[src/rtl/ncpu32k_rr_arbiter_if.sv]
// ncpu32k_rr_arbiter_if: request/ack handshake and grant bundle for the round-robin arbiter
interface ncpu32k_rr_arbiter_if #(parameter int N = 4);
  localparam int IW = (N > 1) ? $clog2(N) : 1;
  logic [N-1:0]  REQ;
  logic          ACK;
  logic          LAST;
  logic [N-1:0]  GNT;
  logic          GNT_VALID;
  logic [IW-1:0] GNT_IDX;
  modport master (output REQ, ACK, LAST, input GNT, GNT_VALID, GNT_IDX);
  modport slave  (input REQ, ACK, LAST, output GNT, GNT_VALID, GNT_IDX);
endinterface

[src/rtl/ncpu32k_rr_arbiter.sv]
// ncpu32k_rr_arbiter: round-robin arbiter with registered grant held until burst end (ACK&LAST) or abort
module ncpu32k_rr_arbiter #(
  parameter int N = 4,
  parameter int POLARITY_REQ = 1,
  parameter int POLARITY_GNT = 1
) (
  input logic clk,
  input logic rst_n,
  ncpu32k_rr_arbiter_if.slave bus
);
  localparam int IW = (N > 1) ? $clog2(N) : 1;
  localparam logic [0:0] IDLE = 1'b0;
  localparam logic [0:0] BUSY = 1'b1;
  logic [0:0]     state_q, state_d;
  logic [N-1:0]   gnt_q, gnt_d, r, mask;
  logic [IW-1:0]  idx_q, idx_d, ptr_q, ptr_d, ptr_nxt, ptr_sel, sel;
  logic [2*N-1:0] dbl;
  logic           found, rel;
  assign r = (POLARITY_REQ != 0) ? bus.REQ : ~bus.REQ;
  // release on completed burst or when the winner drops its request
  assign rel = (state_q == BUSY) && ((bus.ACK && bus.LAST) || !(|(r & gnt_q)));
  assign ptr_nxt = (int'(idx_q) == N - 1) ? '0 : idx_q + 1'b1;
  assign ptr_sel = rel ? ptr_nxt : ptr_q;
  // low half holds requests at or above the pointer, high half the wrapped remainder
  always_comb begin
    mask = '0;
    for (int i = 0; i < N; i++) mask[i] = (i >= int'(ptr_sel));
    dbl = {r, r & mask};
    sel = '0;
    found = 1'b0;
    for (int i = 0; i < 2 * N; i++)
      if (!found && dbl[i]) begin
        found = 1'b1;
        sel = IW'(i % N);
      end
  end
  always_comb begin
    state_d = state_q;
    gnt_d = gnt_q;
    idx_d = idx_q;
    ptr_d = rel ? ptr_nxt : ptr_q;
    if (state_q == IDLE || rel) begin
      state_d = found ? BUSY : IDLE;
      gnt_d = found ? N'(1) << sel : '0;
      idx_d = found ? sel : '0;
    end
  end
  always_ff @(posedge clk or negedge rst_n) begin
    if (!rst_n) begin
      state_q <= IDLE;
      gnt_q <= '0;
      idx_q <= '0;
      ptr_q <= '0;
    end else begin
      state_q <= state_d;
      gnt_q <= gnt_d;
      idx_q <= idx_d;
      ptr_q <= ptr_d;
    end
  end
  assign bus.GNT = (POLARITY_GNT != 0) ? gnt_q : ~gnt_q;
  assign bus.GNT_VALID = state_q == BUSY;
  assign bus.GNT_IDX = idx_q;
endmodule
[src/flat_wrapper.sv]
// flat-port wrapper written by rule: the top's interface ports become plain ports
module ncpu32k_rr_arbiter_flat 
#(
  parameter int N = 4,
  parameter int POLARITY_REQ = 1,
  parameter int POLARITY_GNT = 1
)
  (clk, rst_n, bus_REQ, bus_ACK, bus_LAST, bus_GNT, bus_GNT_VALID, bus_GNT_IDX);
  ncpu32k_rr_arbiter_if #(.N(N)) bus_i ();
  input logic clk;
  input logic rst_n;
  input wire logic [$bits(bus_i.REQ)-1:0] bus_REQ;
  input wire logic [$bits(bus_i.ACK)-1:0] bus_ACK;
  input wire logic [$bits(bus_i.LAST)-1:0] bus_LAST;
  output wire logic [$bits(bus_i.GNT)-1:0] bus_GNT;
  output wire logic [$bits(bus_i.GNT_VALID)-1:0] bus_GNT_VALID;
  output wire logic [$bits(bus_i.GNT_IDX)-1:0] bus_GNT_IDX;
  assign bus_i.REQ = bus_REQ;
  assign bus_i.ACK = bus_ACK;
  assign bus_i.LAST = bus_LAST;
  assign bus_GNT = bus_i.GNT;
  assign bus_GNT_VALID = bus_i.GNT_VALID;
  assign bus_GNT_IDX = bus_i.GNT_IDX;
  ncpu32k_rr_arbiter #(.N(N), .POLARITY_REQ(POLARITY_REQ), .POLARITY_GNT(POLARITY_GNT)) u_core (.clk(clk), .rst_n(rst_n), .bus(bus_i));
endmodule
[config.mk]
export PLATFORM = sky130hd
export DESIGN_NAME = ncpu32k_rr_arbiter_flat
export DESIGN_NICKNAME = d
export VERILOG_FILES = /design/src/rtl/ncpu32k_rr_arbiter_if.sv /design/src/rtl/ncpu32k_rr_arbiter.sv /design/src/flat_wrapper.sv
export SDC_FILE = /design/constraint.sdc
export NUM_CORES = 1
export LEC_CHECK = 0
export ABC_AREA = 1
export BUFFER_PORTS_ARGS = -buffer_cell sky130_fd_sc_hd__buf_4
export CAP_MARGIN = 20
export CELL_PAD_IN_SITES_DETAIL_PLACEMENT = 1
export CELL_PAD_IN_SITES_GLOBAL_PLACEMENT = 2
export CORE_MARGIN = 4
export CORE_UTILIZATION = 29
export DETAILED_ROUTE_END_ITERATION = 16
export GPL_TIMING_DRIVEN = 0
export PLACE_DENSITY = 0.87
export SLEW_MARGIN = 0
export SYNTH_ARGS = -nofsm -noshare
export SYNTH_HDL_FRONTEND = slang
export SYNTH_SLANG_ARGS = --single-unit
[constraint.sdc]
create_clock -name clk -period 3.6 [get_ports clk]
set_input_delay 0.18 -clock clk [delete_from_list [all_inputs] [get_ports clk]]
set_output_delay 0.18 -clock clk [all_outputs]
set_load 0.005 [all_outputs]
# Yosys cells after proc, flatten, opt, wreduce, memory -nomap -nowiden
# Cells that the tools add are included.
# totals
memories	0
input_bits	8
elab_cells	53
mem_bits_rw	0
rom_bits	0
regBits	9
out_inout_bits	7
latchBits	0
# classes
n_bitwise	3
n_mux	20
reduce_logical	20
eq_ne	1
n_mul	0
n_lt_le_gt_ge	3
add_sub_neg	1
n_shift	1
div_mod_pow	0
# op_table
cell	n
$mux 2	9
$mux 1	10
$logic_and 1x1->1	9
$and 4x4->4	2
$logic_not 1->1	8
$ge 1x2->1 const A	2
$mux 4	1
$reduce_or 4->1	1
$shl 1x2->4 const A	1
$add 2x1->2 const B	1
$eq 2x1->1 const B	1
$ge 2x2->1 const A	1
$logic_or 1x1->1	2
$not 1->1	1

# Depth between registers and ports, before layout
# depth
depth_word	32
mapped_depth	15
ltp_nobuf	15

# Worst setup path before layout
# No wires, ideal clock.
# synth_path
path_type	register to register
start	register u_core.gnt_q[0] (netlist: u_core.bus.GNT[0])
end	register u_core.gnt_q[1] (netlist: u_core.bus.GNT[1])
slack_ps	2034
setup_time_ps	124
t_arrival_ps	1443
path_stages_with_launch	13
n_path_buf	0
period_less_slack_ps	1566
cell_sequence	dfrtp_1 nand2_2 nand2_2 o21ai_4 nand3_1 nand2_2 nand2_2 nand2_2 nand2_2 nor2_4 nand2_1 nand3_1 o21bai_1
# synth_between
elab_chain_cells	32
word_cells_on_any_way	42
classes_between	3 x order compare; 1 x shift; 17 x mux; 2 x bitwise; 19 x reduce/logical
# synth_rtl
element	line	source
from (decl)	ncpu32k_rr_arbiter.sv:15	logic [N-1:0] gnt_q, gnt_d, r, mask;
from (signal assigned)	ncpu32k_rr_arbiter.sv:56	gnt_q <= gnt_d;
$and 4x4->4 (*)	ncpu32k_rr_arbiter.sv:21	assign rel = (state_q == BUSY) && ((bus.ACK && bus.LAST) || !(|(r & gnt_q)));
$reduce_or 4->1 (*)	ncpu32k_rr_arbiter.sv:21	
$logic_not 1->1 (*)	ncpu32k_rr_arbiter.sv:21	
$logic_or 1x1->1 (*)	ncpu32k_rr_arbiter.sv:21	
$logic_and 1x1->1 (*)	ncpu32k_rr_arbiter.sv:21	
$mux 2	ncpu32k_rr_arbiter.sv:23	assign ptr_sel = rel ? ptr_nxt : ptr_q;
$ge 1x2->1	ncpu32k_rr_arbiter.sv:27	for (int i = 0; i < N; i++) mask[i] = (i >= int'(ptr_sel));
$and 4x4->4	ncpu32k_rr_arbiter.sv:28	dbl = {r, r & mask};
[... 16 more ...]	n/a	
$logic_not 1->1	ncpu32k_rr_arbiter.sv:32	if (!found && dbl[i]) begin
$logic_and 1x1->1	ncpu32k_rr_arbiter.sv:32	
$mux 1	ncpu32k_rr_arbiter.sv:32	
$logic_not 1->1	ncpu32k_rr_arbiter.sv:32	
$logic_and 1x1->1	ncpu32k_rr_arbiter.sv:32	
$mux 2	ncpu32k_rr_arbiter.sv:32	
$shl 1x2->4	ncpu32k_rr_arbiter.sv:44	gnt_d = found ? N'(1) << sel : '0;
$mux 4	ncpu32k_rr_arbiter.sv:44	
# Every way passes the cells marked *; elsewhere a longest branch is shown, timed or not.
# A chain may end at the register's enable or synchronous reset.

# Final worst setup path
# layout_path
start	register u_core.gnt_q[1] (netlist: u_core.bus.GNT[1])
end	register u_core.gnt_q[1] (netlist: u_core.bus.GNT[1])
# Same word-level chain as after synthesis.

==> run_results.csv <==
group,metric,value,unit
power,ir_drop,341,uV
grt,grt_pass1_wl,2520,um
grt,grt_max_degree,10,
cells_and_area,drive_above_1_share,36.4,%
die,ioPinCount,15,
place,place.port_buffers,14,
clock_tree,path_clk_slew,70,ps
logic_synthesis,syn_area_per_cell,7.49,sq um
place,dpl-instance-area,738,sq um
logic_synthesis,synth.top_cell.area_share,37.6,%
logic_synthesis,synth.largest_area_cell,"dfrtp_1",
logic_synthesis,synth_flop_cell,"dfrtp_1",
clock_tree,clk_latency,260,ps
clock_tree,cts_buffers,3,
grt,grt_overflow,0,
logic_synthesis,syn_nets,89,
logic_synthesis,syn_area,599,sq um
routing,wl,1500,um
clock_tree,cts_resized,0,
routing,drc,0,
critical_path,critPathMaxFanout,6,
grt,grt_pass1_vias,571,
clock_tree,cts_root_buffer,"clkbuf_4",
power,leakagePower,0.000406,uW
logic_synthesis,yosys_warnings,0,
run,cap_viol_max_count,0,
timing,rsz0062_at_grt,"false",
die,die_height,53.5,um
timing,finalSetupTns,0,ps
logic_synthesis,yosysSeqAreaShare,37.6,%
cells_and_area,syn_to_final_growth,29.2,%
timing,skew,5.19,ps
timing,fmax,571,MHz
clock_tree,clockBufferDepth,2,
cells_and_area,num-fill-cells,262,
die,dieArea,2860,sq um
critical_path,path_class,"reg -> reg",
routing,drtPass1Iterations,4,
die,core,1960,sq um
logic_synthesis,yosys.cell_count.top_type,"nand2_1",
place,globalplace.congestion,0.740,
timing,drv_slew,0,
timing,finalHoldViolations,0,
routing,vias_per_cell,4.44,
logic_synthesis,synthCells,80,
clock_tree,cts.sinks,9,
cells_and_area,stdcell_area,774,sq um
place,dp_hpwl,1260,um
power,power_per_cell_area,877,nW/um^2
logic_synthesis,synth_area_leaders,"dfrtp_1 38%, nand2_1 16%, nand2_2 14%",
cells_and_area,diodes,0,
timing,slew_headroom,63.1,%
logic_synthesis,synth_seq_cells,9,
logic_synthesis,synth.distinct_cells,17,
critical_path,worstPathArrival,1900,ps
clock_tree,htree_levels,1,
routing,drtIter0Drc,3,
grt,antenna_found_initial,0,
die,start_util,30.5,%
timing,worst_pin_slew,551,ps
power,finalPower,679,uW
logic_synthesis,async_reset_ff_share,100,%
grt,track_usage,12.5,%
clock_tree,cts_tree,"built",
routing,wire_per_inst,11.9,um
run_status,status,"completed",
routing,num_vias,560,
routing,ant_nets,0,
critical_path,crit_required,3750,ps
logic_synthesis,synth-edff-count,0,
min_path,worstHoldPathType,"in -> reg",
critical_path,start_kind,"flop",
timing,finalSetupViolCount,0,
timing,fin_crit,1750,ps
die,row_count,16,
die,fp.dieW,53.5,um
logic_synthesis,ys_top_cells_by_count,"25 x nand2_1, 13 x nand2_2, 9 x dfrtp_1",
cells_and_area,layout.nets,109,
critical_path,endpoint_kind,"flop",
timing,finalCritPeriodShare,48.6,%
==> worst max-delay path, stage by stage (launching register included) <==
cell	delay, ps
dfrtp_1	410
nand2_2	70
nand2_2	70
o21ai_4	210
nand2_2	100
nand2_1	80
nand2_2	60
nand3_1	110
nand2_1	100
nor2_4	150
nand2_1	80
nand3_1	120
o21bai_1	70
==> cells by family after synthesis <==
kind of cell             count (synthesis)  synth area share, %
AO/OA/AOI/OAI                            6                 7.31
adder cells (fa/ha/maj)                  1                 2.09
buffers and inverters                    7                 4.38
flip-flops                               9                 37.6
AND/OR/NAND/NOR                         57                 48.6
==> power breakdown <==
group | switching (uW) | internal (uW) | leakage (uW)
clock network | 36.3 | 42.7 | 0.0000150
registers | 32.4 | 146 | 0.000109
logic | 252 | 170 | 0.000281
==> flip-flops by register name, indices dropped and copies added, names as in the netlist <==
register              flops
u_core.bus.GNT            4
u_core.bus.GNT_IDX        2
u_core.ptr_q              2
u_core.bus.GNT_VALID      1
==> area by class of cell <==
| class | instances | area, sq um | share of cell area (%) |
|---|---|---|---|
| Clock buffer | 4 | 26.3 | 3.39 |
| Inverter | 7 | 26.3 | 3.39 |
| Multi-Input combinational cell | 64 | 348 | 44.9 |
| Sequential cell | 9 | 225 | 29.1 |
| Tap cell | 27 | 33.8 | 4.36 |
| Timing Repair Buffer | 15 | 115 | 14.9 |
==> placed cells by master (no fill, tap or decap), drive strengths merged <==
cell | synthesis | layout
o21ai | 3 | 3
a21oi | 2 | 2
o21bai | 1 | 1
nand3b | 3 | 3
ha | 1 | 1
nand2 | 38 | 38
dfrtp | 9 | 9
dlygate4sd3 | 0 | 1
clkbuf | 0 | 4
inv | 7 | 7
buf | 0 | 14
nand3 | 9 | 9
nor2 | 7 | 7
==> per-stage QoR <==
step                      util (%)  setup slack [ps]  hold WS [ps]  instances
after floorplan                  -              2030          -116         80
after global placement        37.6              1890          15.3        121
after detailed placement      37.6              1840          16.1        121
after CTS                     39.5              1820           171        126
after global routing          39.5              1640           157        126
final                         39.5              1850           172        126
==> worst paths after layout <==
| kind | from | endpoint | slack (ps) | cells after the start |
|---|---|---|---|---|
| worst max-delay path | u_core.bus.GNT[1] | u_core.bus.GNT[1] | 1850 | 12 |
| worst min-delay path | bus_REQ[2] | u_core.bus.GNT_VALID | 170 | 2 |
| worst max register to register | u_core.bus.GNT[1] | u_core.bus.GNT[1] | 1850 | 12 |
| worst min register to register | u_core.bus.GNT[2] | u_core.bus.GNT[2] | 510 | 2 |
| max in group asynchronous | rst_n | u_core.bus.GNT_IDX[0] | 3170 | 2 |
| min in group asynchronous | rst_n | u_core.bus.GNT_IDX[1] | 290 | 2 |
==> repair_timing <==
action | 4_1_cts | 5_1_grt
hold endpoints to repair | 9 | 0
buffers inserted | 0 | 0
hold buffers | 1 | 0
endpoints found under the setup margin | 0 | 0
==> routing by layer <==
layer	up-vias	global-route usage (%)	share of wire [%]
met4	0	2.55	0
li1	291	-	-
met5	-	0	0
met1	258	15.0	47
met2	11	21.4	49
met3	0	4.23	3.7
Note: power is estimated with default switching activity, not from simulation.
